**config.mk**
```make
export PLATFORM = sky130hd
export DESIGN_NAME = uart_rx
export DESIGN_NICKNAME = d
export VERILOG_FILES = /design/src/rtl/uart_rx.sv
export SDC_FILE = /design/constraint.sdc
export NUM_CORES = 1
export LEC_CHECK = 0
export CAP_MARGIN = 40
export CORE_ASPECT_RATIO = 0.9
export CORE_MARGIN = 8
export CORE_UTILIZATION = 35
export CTS_CLUSTER_SIZE = 40
export DETAILED_ROUTE_END_ITERATION = 10
export PLACE_DENSITY = 0.53
export SYNTH_ARGS = -nofsm -noshare
export SYNTH_HDL_FRONTEND = slang
export SYNTH_SLANG_ARGS = --single-unit
export TNS_END_PERCENT = 100
```
**constraint.sdc**
```tcl
create_clock -name clk -period 3.85 [get_ports clk]
set_clock_uncertainty 0.05 [all_clocks]
set_input_delay 1.155 -clock clk [delete_from_list [all_inputs] [get_ports clk]]
set_output_delay 1.155 -clock clk [all_outputs]
set_load 0.02 [all_outputs]
```
**src/rtl/uart_rx.sv**
```systemverilog
// 8N1 UART receiver: oversampled start/data/stop sampling, LSB-first reassembly,
// single-cycle done strobe with a framing-error flag.
module uart_rx #(
  parameter int unsigned DATA_BITS   = 8,
  parameter int unsigned OVERSAMPLE  = 16,
  parameter int unsigned SYNC_STAGES = 2
) (
  input  logic                 clk,
  input  logic                 rst,
  input  logic                 b_tick,
  input  logic                 rx,
  output logic [DATA_BITS-1:0] rx_data,
  output logic                 rx_done,
  output logic                 rx_busy,
  output logic                 frame_err
);

  localparam int unsigned TickW = (OVERSAMPLE > 1) ? $clog2(OVERSAMPLE) : 1;
  localparam int unsigned BitW  = (DATA_BITS > 1) ? $clog2(DATA_BITS) : 1;
  localparam logic [TickW-1:0] TickMid  = TickW'(OVERSAMPLE / 2 - 1);
  localparam logic [TickW-1:0] TickLast = TickW'(OVERSAMPLE - 1);
  localparam logic [BitW-1:0]  BitLast  = BitW'(DATA_BITS - 1);

  typedef enum logic [1:0] {StIdle, StStart, StData, StStop} state_e;

  state_e                 state_q, state_d;
  logic [SYNC_STAGES-1:0] sync_q;
  logic [TickW-1:0]       tick_q, tick_d;
  logic [BitW-1:0]        bit_q, bit_d;
  logic [DATA_BITS-1:0]   shift_q, shift_d;
  logic [DATA_BITS-1:0]   data_d;
  logic                   done_d, busy_d, err_d;
  logic                   rx_s;

  assign rx_s = sync_q[SYNC_STAGES-1];

  // State register; synchronizer resets high so the line reads idle.
  always_ff @(posedge clk or posedge rst) begin
    if (rst) begin
      sync_q    <= '1;
      state_q   <= StIdle;
      tick_q    <= '0;
      bit_q     <= '0;
      shift_q   <= '0;
      rx_data   <= '0;
      rx_done   <= 1'b0;
      rx_busy   <= 1'b0;
      frame_err <= 1'b0;
    end else begin
      sync_q    <= (sync_q << 1) | SYNC_STAGES'(rx);
      state_q   <= state_d;
      tick_q    <= tick_d;
      bit_q     <= bit_d;
      shift_q   <= shift_d;
      rx_data   <= data_d;
      rx_done   <= done_d;
      rx_busy   <= busy_d;
      frame_err <= err_d;
    end
  end

  // Next-state and datapath counters.
  always_comb begin
    state_d = state_q;
    tick_d  = tick_q;
    bit_d   = bit_q;
    shift_d = shift_q;
    unique case (state_q)
      StIdle: begin
        tick_d = '0;
        bit_d  = '0;
        if (!rx_s) state_d = StStart;
      end
      StStart: begin
        if (b_tick) begin
          if (tick_q == TickMid) begin
            tick_d  = '0;
            bit_d   = '0;
            state_d = rx_s ? StIdle : StData;
          end else begin
            tick_d = tick_q + TickW'(1);
          end
        end
      end
      StData: begin
        if (b_tick) begin
          if (tick_q == TickLast) begin
            tick_d  = '0;
            shift_d = {rx_s, shift_q[DATA_BITS-1:1]};
            if (bit_q == BitLast) state_d = StStop;
            else                  bit_d   = bit_q + BitW'(1);
          end else begin
            tick_d = tick_q + TickW'(1);
          end
        end
      end
      StStop: begin
        if (b_tick) begin
          if (tick_q == TickLast) begin
            tick_d  = '0;
            state_d = StIdle;
          end else begin
            tick_d = tick_q + TickW'(1);
          end
        end
      end
      default: state_d = StIdle;
    endcase
  end

  // Registered-output next values; data updates even on a framing error.
  always_comb begin
    done_d = (state_q == StStop) && b_tick && (tick_q == TickLast);
    data_d = done_d ? shift_q : rx_data;
    err_d  = done_d ? ~rx_s : frame_err;
    busy_d = (state_d != StIdle);
  end

endmodule

```
==> flow_summary.toml, run 1 <==
[clock_tree]
cts-root-buf = "clkbuf_8"
cts_setup_buffers = 0
postCtsHoldBufs = 0
htreeDepth = 2
cts_tree = "done"
clkSlewWorstSetupHoldPaths_ns = 0.06
clock_latency_ns = 0.28
ctsResizeCount = 0
clock_sinks = 30
cts_buffers = 5
max-clock-path-buffers = 2

[worst_setup_path]
cp-end-kind = "flop"
criticalPathCategory = "input port to flop"
cp.required_ns = 3.96
rr_startpoint = "tick_q[0]"
worstReg2RegEnd = "shift_q[4]"
crit_arrival_ns = 2.74
cp_max_fo = 9
startpoint_type = "input port"
r2r_slack_ns = 2.02
r2r_cells = 4

[placement]
routabilityCongestion = 0.801
dp_slack_ns = 0.909
io_buffers = 14
dp_hpwl_mm = 1.56

[final_layout]
layout-drive-gt1-share_pct = 26.9
syn2layout_area_growth_pct = 20.2
diodes = 0
fill_cells = 357
final_nets = 125
fin_util_pct = 43.4

[synth]
yosys.area_share.xor_xnor_pct = 0.660
ys_seq_area_share_pct = 56.7
syn_inst = 102
synthesis.area_um2 = 1330
synth_simple_gate_area_share_pct = 10.6
syn_area_per_cell_um2 = 13.0
ys_types = 35
synth_mux_area_share_pct = 15.2
synth_top_family_by_area = "multiplexers"
synth_top_area_share_pct = 52.8
syn-num-nets = 109
yosysTopAreaCell = "dfrtp_1"
synthTopCellsByArea = "dfrtp_1, mux2_2, dfstp_2"
ys_ff_latch = 30
synth_fa_ha_area_share_pct = 2.83
ys.warnings.count = 0
synth-compound-area-share_pct = 9.90

[die]
io_pins = 15
coreArea_um2 = 3680
rows = 21
start_util_pct = 36.1
die_width_um = 80.9
die-area_um2 = 6020
die_h_um = 74.4

[power_and_ir_drop]
powerDensity_nw_per_um2 = 494
p_int_uw = 547
comb_power_share_pct = 15.7
swShare_pct = 30.6
p_switching_uw = 241
peakVddDrop_v = 0.000258
seqPwrFrac_pct = 51.6
clockPowerShare_pct = 32.6
leakage_uw = 0.000731
power_uw = 788

[run_status]
status = "complete, no violations"

[route]
routedWlPerCell_um = 13.4
drt_iter0_markers = 82
drc = 0
drtAntennaViolNets = 0
vias_per_cell = 5.05
drt-total-wl_mm = 2.22
first_pass_iters = 4
vias = 833

[min_path]
holdPathEnd = "sync_q[1]"
worstHoldStart = "sync_q[0]"
whs_path_depth = 0
worstHoldPathType = "flop to flop"

[grt]
antenna_found_initial = 0
grt_pass1_vias = 819
track_usage_pct = 8.63
grt_max_degree = 31
gr-total-overflow = 0
grt_pass1_wl_mm = 3.94

[sta]
fin_crit_sh_pct = 68.2
holdWs_ns = 0.307
period_needed_ns = 2.63
tightest_slew_ns = 0.500
fmax_mhz = 381
fin_ws_ns = 1.22
grt_setup_unrepaired = "false"
relSlewSlack_pct = 66.4
hold_violations = 0
drv_slew = 0
tns_ns = 0
finalSetupViolations = 0

[run]
max_cap_viol_count = 0
registers in the layout, summed over array words and instances, names as in the netlist:
signal	flops
bit_q	3
rx_done	1
rx_busy	1
rx_data	8
shift_q	8
sync_q	2
tick_q	4
state_q	2
frame_err	1
metrics by stage:
stage               instance area (um2)  instances
finish                             1600        165
global route                       1600        165
CTS                                1600        165
detailed placement                 1500        157
global placement                   1500        157
floorplan                          1330        102
metal layers:
| layer | up-vias | GRT usage, % | part of all wire [%] | wire length, um |
|---|---|---|---|---|
| li1 | 402 | - | - | - |
| met1 | 408 | 10.8 | 48 | 1060 |
| met2 | 17 | 11.7 | 43 | 951 |
| met3 | 6 | 4.35 | 6.9 | 154 |
| met4 | 0 | 4.75 | 2.1 | 46 |
| met5 | - | 0 | 0 | 0 |
worst max path at each step:
stage | from | endpoint | slack [ns] | depth (start not counted)
6_report | b_tick | shift_q[4] | 1.22 | 4
5_1_grt | b_tick | shift_q[0] | 1.11 | 4
3_3_place_gp | b_tick | shift_q[2] | 0.96 | 4
4_1_cts | b_tick | shift_q[4] | 1.21 | 4
2_1_floorplan | b_tick | frame_err | 1.54 | 5
3_5_place_dp | b_tick | shift_q[4] | 0.91 | 4
area by class of cell:
cell class | instances | area (um2) | area share (%)
clock buffers | 6 | 82.6 | 5.18
well taps | 46 | 57.6 | 3.61
clock inverters | 2 | 12.5 | 0.784
inverters | 4 | 15.0 | 0.941
multi-input cells | 61 | 519 | 32.5
repair buffers | 16 | 155 | 9.73
flip-flops and latches | 30 | 753 | 47.2
kinds of logic after synthesis:
family,Yosys count
flip-flops,30
adder cells (fa/ha/maj),3
XOR/XNOR,1
multiplexers,18
AND/OR/NAND/NOR,21
AO/OA/AOI/OAI,18
buffers and inverters,11
Yosys cell counts:
library cell / count
a41oi_1: 1
and3b_1: 1
nand4_4: 1
o31ai_1: 2
a211oi_1: 1
buf_4: 2
nand4_1: 1
xor2_1: 1
a221o_1: 1
ha_1: 3
inv_1: 4
a21oi_1: 3
or3_1: 1
nand2b_1: 1
nor3_4: 1
nand3_1: 2
a31oi_1: 2
mux2i_1: 1
and3_2: 1
a22o_1: 1
nor3_1: 1
buf_2: 5
dfstp_2: 2
a21o_1: 1
dfrtp_1: 28
nand3b_1: 1
nor4_1: 1
o21ai_0: 2
nor2_1: 4
mux2_2: 17
nand4b_1: 1
nand2_1: 4
a32o_1: 2
a22oi_1: 1
o2bb2ai_1: 1
power groups by stage:
stage | combinational, uW | sequential, uW | clock, uW
floorplan | 142 | 371 | 0
global placement | 122 | 412 | 0
detailed placement | 125 | 413 | 0
CTS | 126 | 407 | 266
global route | 141 | 417 | 282
finish | 124 | 407 | 257
worst max-delay path, stage by stage:
cell and delay, ns:
clkdlybuf4s50_1 0.68, nand4_4 0.17, nor3_4 0.34, mux2_2 0.39
cell usage in the layout (no fill, tap or decap), drive strengths merged, types with 2 or more instances in the layout:
master	Yosys	final
clkdlybuf4s50	0	14
buf	7	2
inv	4	4
clkbuf	0	6
o31ai	2	2
mux2	17	17
ha	3	3
nand4	2	2
nand3	2	2
a21oi	3	3
nor3	2	2
nand2	4	4
dfstp	2	2
o21ai	2	2
dfrtp	28	28
a32o	2	2
a31oi	2	2
nor2	4	4
No activity file was read; power rests on OpenSTA's default activity.
==> inputs of run 2 (changes only) <==
clock period = 2.7 ns   (was 3.85 ns; I/O delays follow)
==> run 2 against run 1 <==
  * Sequential share of layout area fell by 0.074 points
  * Setup slack got worse by 0.65 ns
  * Utilization up 0.068 points
  * Via count increased by 1.1%
  * Final cell count up 1.2%
  * Design area is 0.16% higher
  * Register-to-register slack got worse by 1.2 ns
  * First-iteration DRC count fell by 33%
  * Global-route usage hardly changed
  * Clock power increased by 32%
  * Critical path depth is the same
  * Total power is 40% higher
==> flow_summary.toml, run 2 (synthesized netlist as in run 1, its figures left out) <==
[route]
drt-total-wl_mm = 2.29
routedWlPerCell_um = 13.7
drt_iter0_markers = 55
first_pass_iters = 4
drtAntennaViolNets = 0
vias = 842
drc = 0
vias_per_cell = 5.04

[sta]
drv_slew = 0
fin_crit_sh_pct = 78.8
relSlewSlack_pct = 65.4
grt_setup_unrepaired = "false"
period_needed_ns = 2.13
finalSetupViolations = 0
hold_violations = 0
tightest_slew_ns = 0.514
fmax_mhz = 470
tns_ns = 0
holdWs_ns = 0.309

[die]
start_util_pct = 36.1
die_h_um = 74.4
die_width_um = 80.9
rows = 21
coreArea_um2 = 3680
die-area_um2 = 6020
io_pins = 15

[grt]
gr-total-overflow = 0
track_usage_pct = 8.66
grt_pass1_vias = 810
grt_pass1_wl_mm = 3.95
antenna_found_initial = 0
grt_max_degree = 31

[clock_tree]
clock_latency_ns = 0.28
cts_setup_buffers = 0
clkSlewWorstSetupHoldPaths_ns = 0.06
ctsResizeCount = 0
postCtsHoldBufs = 0
clock_sinks = 30
htreeDepth = 2
max-clock-path-buffers = 2
cts_tree = "done"
cts_buffers = 5
cts-root-buf = "clkbuf_8"

[worst_setup_path]
crit_slowest_cell = "clkdlybuf4s50_1"
cp-end-kind = "flop"
criticalPathCategory = "input port to flop"
slowest_delay_ns = 0.52
crit_arrival_ns = 2.23
cp_max_fo = 8
critPathBufInv = 1
path_cells = "clkdlybuf4s50_1 -> nand4_4 -> nor3_4 -> mux2_2"
crit_start = "b_tick"
cp.required_ns = 2.81
startpoint_type = "input port"
cpLargestDelayFamily = "buffers and inverters"
rr_startpoint = "tick_q[0]"

[final_layout]
diodes = 0
syn2layout_area_growth_pct = 20.4
layout-drive-gt1-share_pct = 27.3
layout_common_cells = "dfrtp_1, mux2_2, clkdlybuf4s50_1"
reg.largest.list = "rx_data x8, shift_q x8, tick_q x4"
final_nets = 127
final_common_cell = "dfrtp_1"

[run]
max_cap_viol_count = 0

[power_and_ir_drop]
peakVddDrop_v = 0.000299
leakage_uw = 0.000739
powerDensity_nw_per_um2 = 689

[run_status]
status = "complete, no violations"

[min_path]
worstHoldPathType = "flop to flop"
worstHoldStart = "sync_q[0]"

[placement]
dp_hpwl_mm = 1.61
io_buffers = 14
routabilityCongestion = 0.729
[run 2: cell types whose count changed in the layout (fill, tap and decap cells not counted)]
cell,delta
clkinv_2,+1
clkbuf_8,-1
buf_4,+2
clkbuf_1,+1
clkinvlp_4,-1
[run 2: routing by layer]
metal	vias to the layer above	routed length, um	global-route usage, %
met5	-	0	0
met3	4	109	3.62
met1	412	1160	11.7
met2	17	998	11.3
li1	409	-	-
met4	0	27	4.75
[run 2: stage by stage]
step	utilization, %	instance area (um2)	worst slack (ns)	total power [uW]	std cells
2_1_floorplan	-	1330	0.737	731	102
4_1_cts	43.4	1600	0.567	1110	167
6_report	43.4	1600	0.573	1100	167
3_5_place_dp	41.2	1520	0.279	771	159
5_1_grt	43.4	1600	0.492	1170	167
3_3_place_gp	41.2	1520	0.276	762	159
[run 2: layout make-up]
type                            count  area [um2]
Multi-Input combinational cell     61         519
Tap cell                           46        57.6
Fill cell                         342        2080
Sequential cell                    30         753
Clock inverter                      2        10.0
Timing Repair Buffer               18         170
Clock buffer                        6        72.6
Inverter                            4        15.0
[run 2: worst paths after layout]
path                         endpoint  slack [ns]  cells after the start
min reg2reg                 sync_q[1]        0.31                      0
min                         sync_q[1]        0.31                      0
max reg2reg                shift_q[0]        0.81                      4
max in group asynchronous   sync_q[1]        1.43                      3
min in group asynchronous    bit_q[0]        0.86                      3
max                        shift_q[0]        0.57                      4
[run 2: report_power, final]
part	internal, uW	total (uW)	switching [uW]
clock	178	338	160
sequential	494	583	88.5
combinational	82.4	180	97.5
total	755	1100	345
[run 2: worst register-to-register path, cell delays in order (launching register included)]
cell and delay (ns):
dfrtp_1 0.44, ha_1 0.35, nand4_4 0.18, nor3_4 0.36
mux2_2 0.38
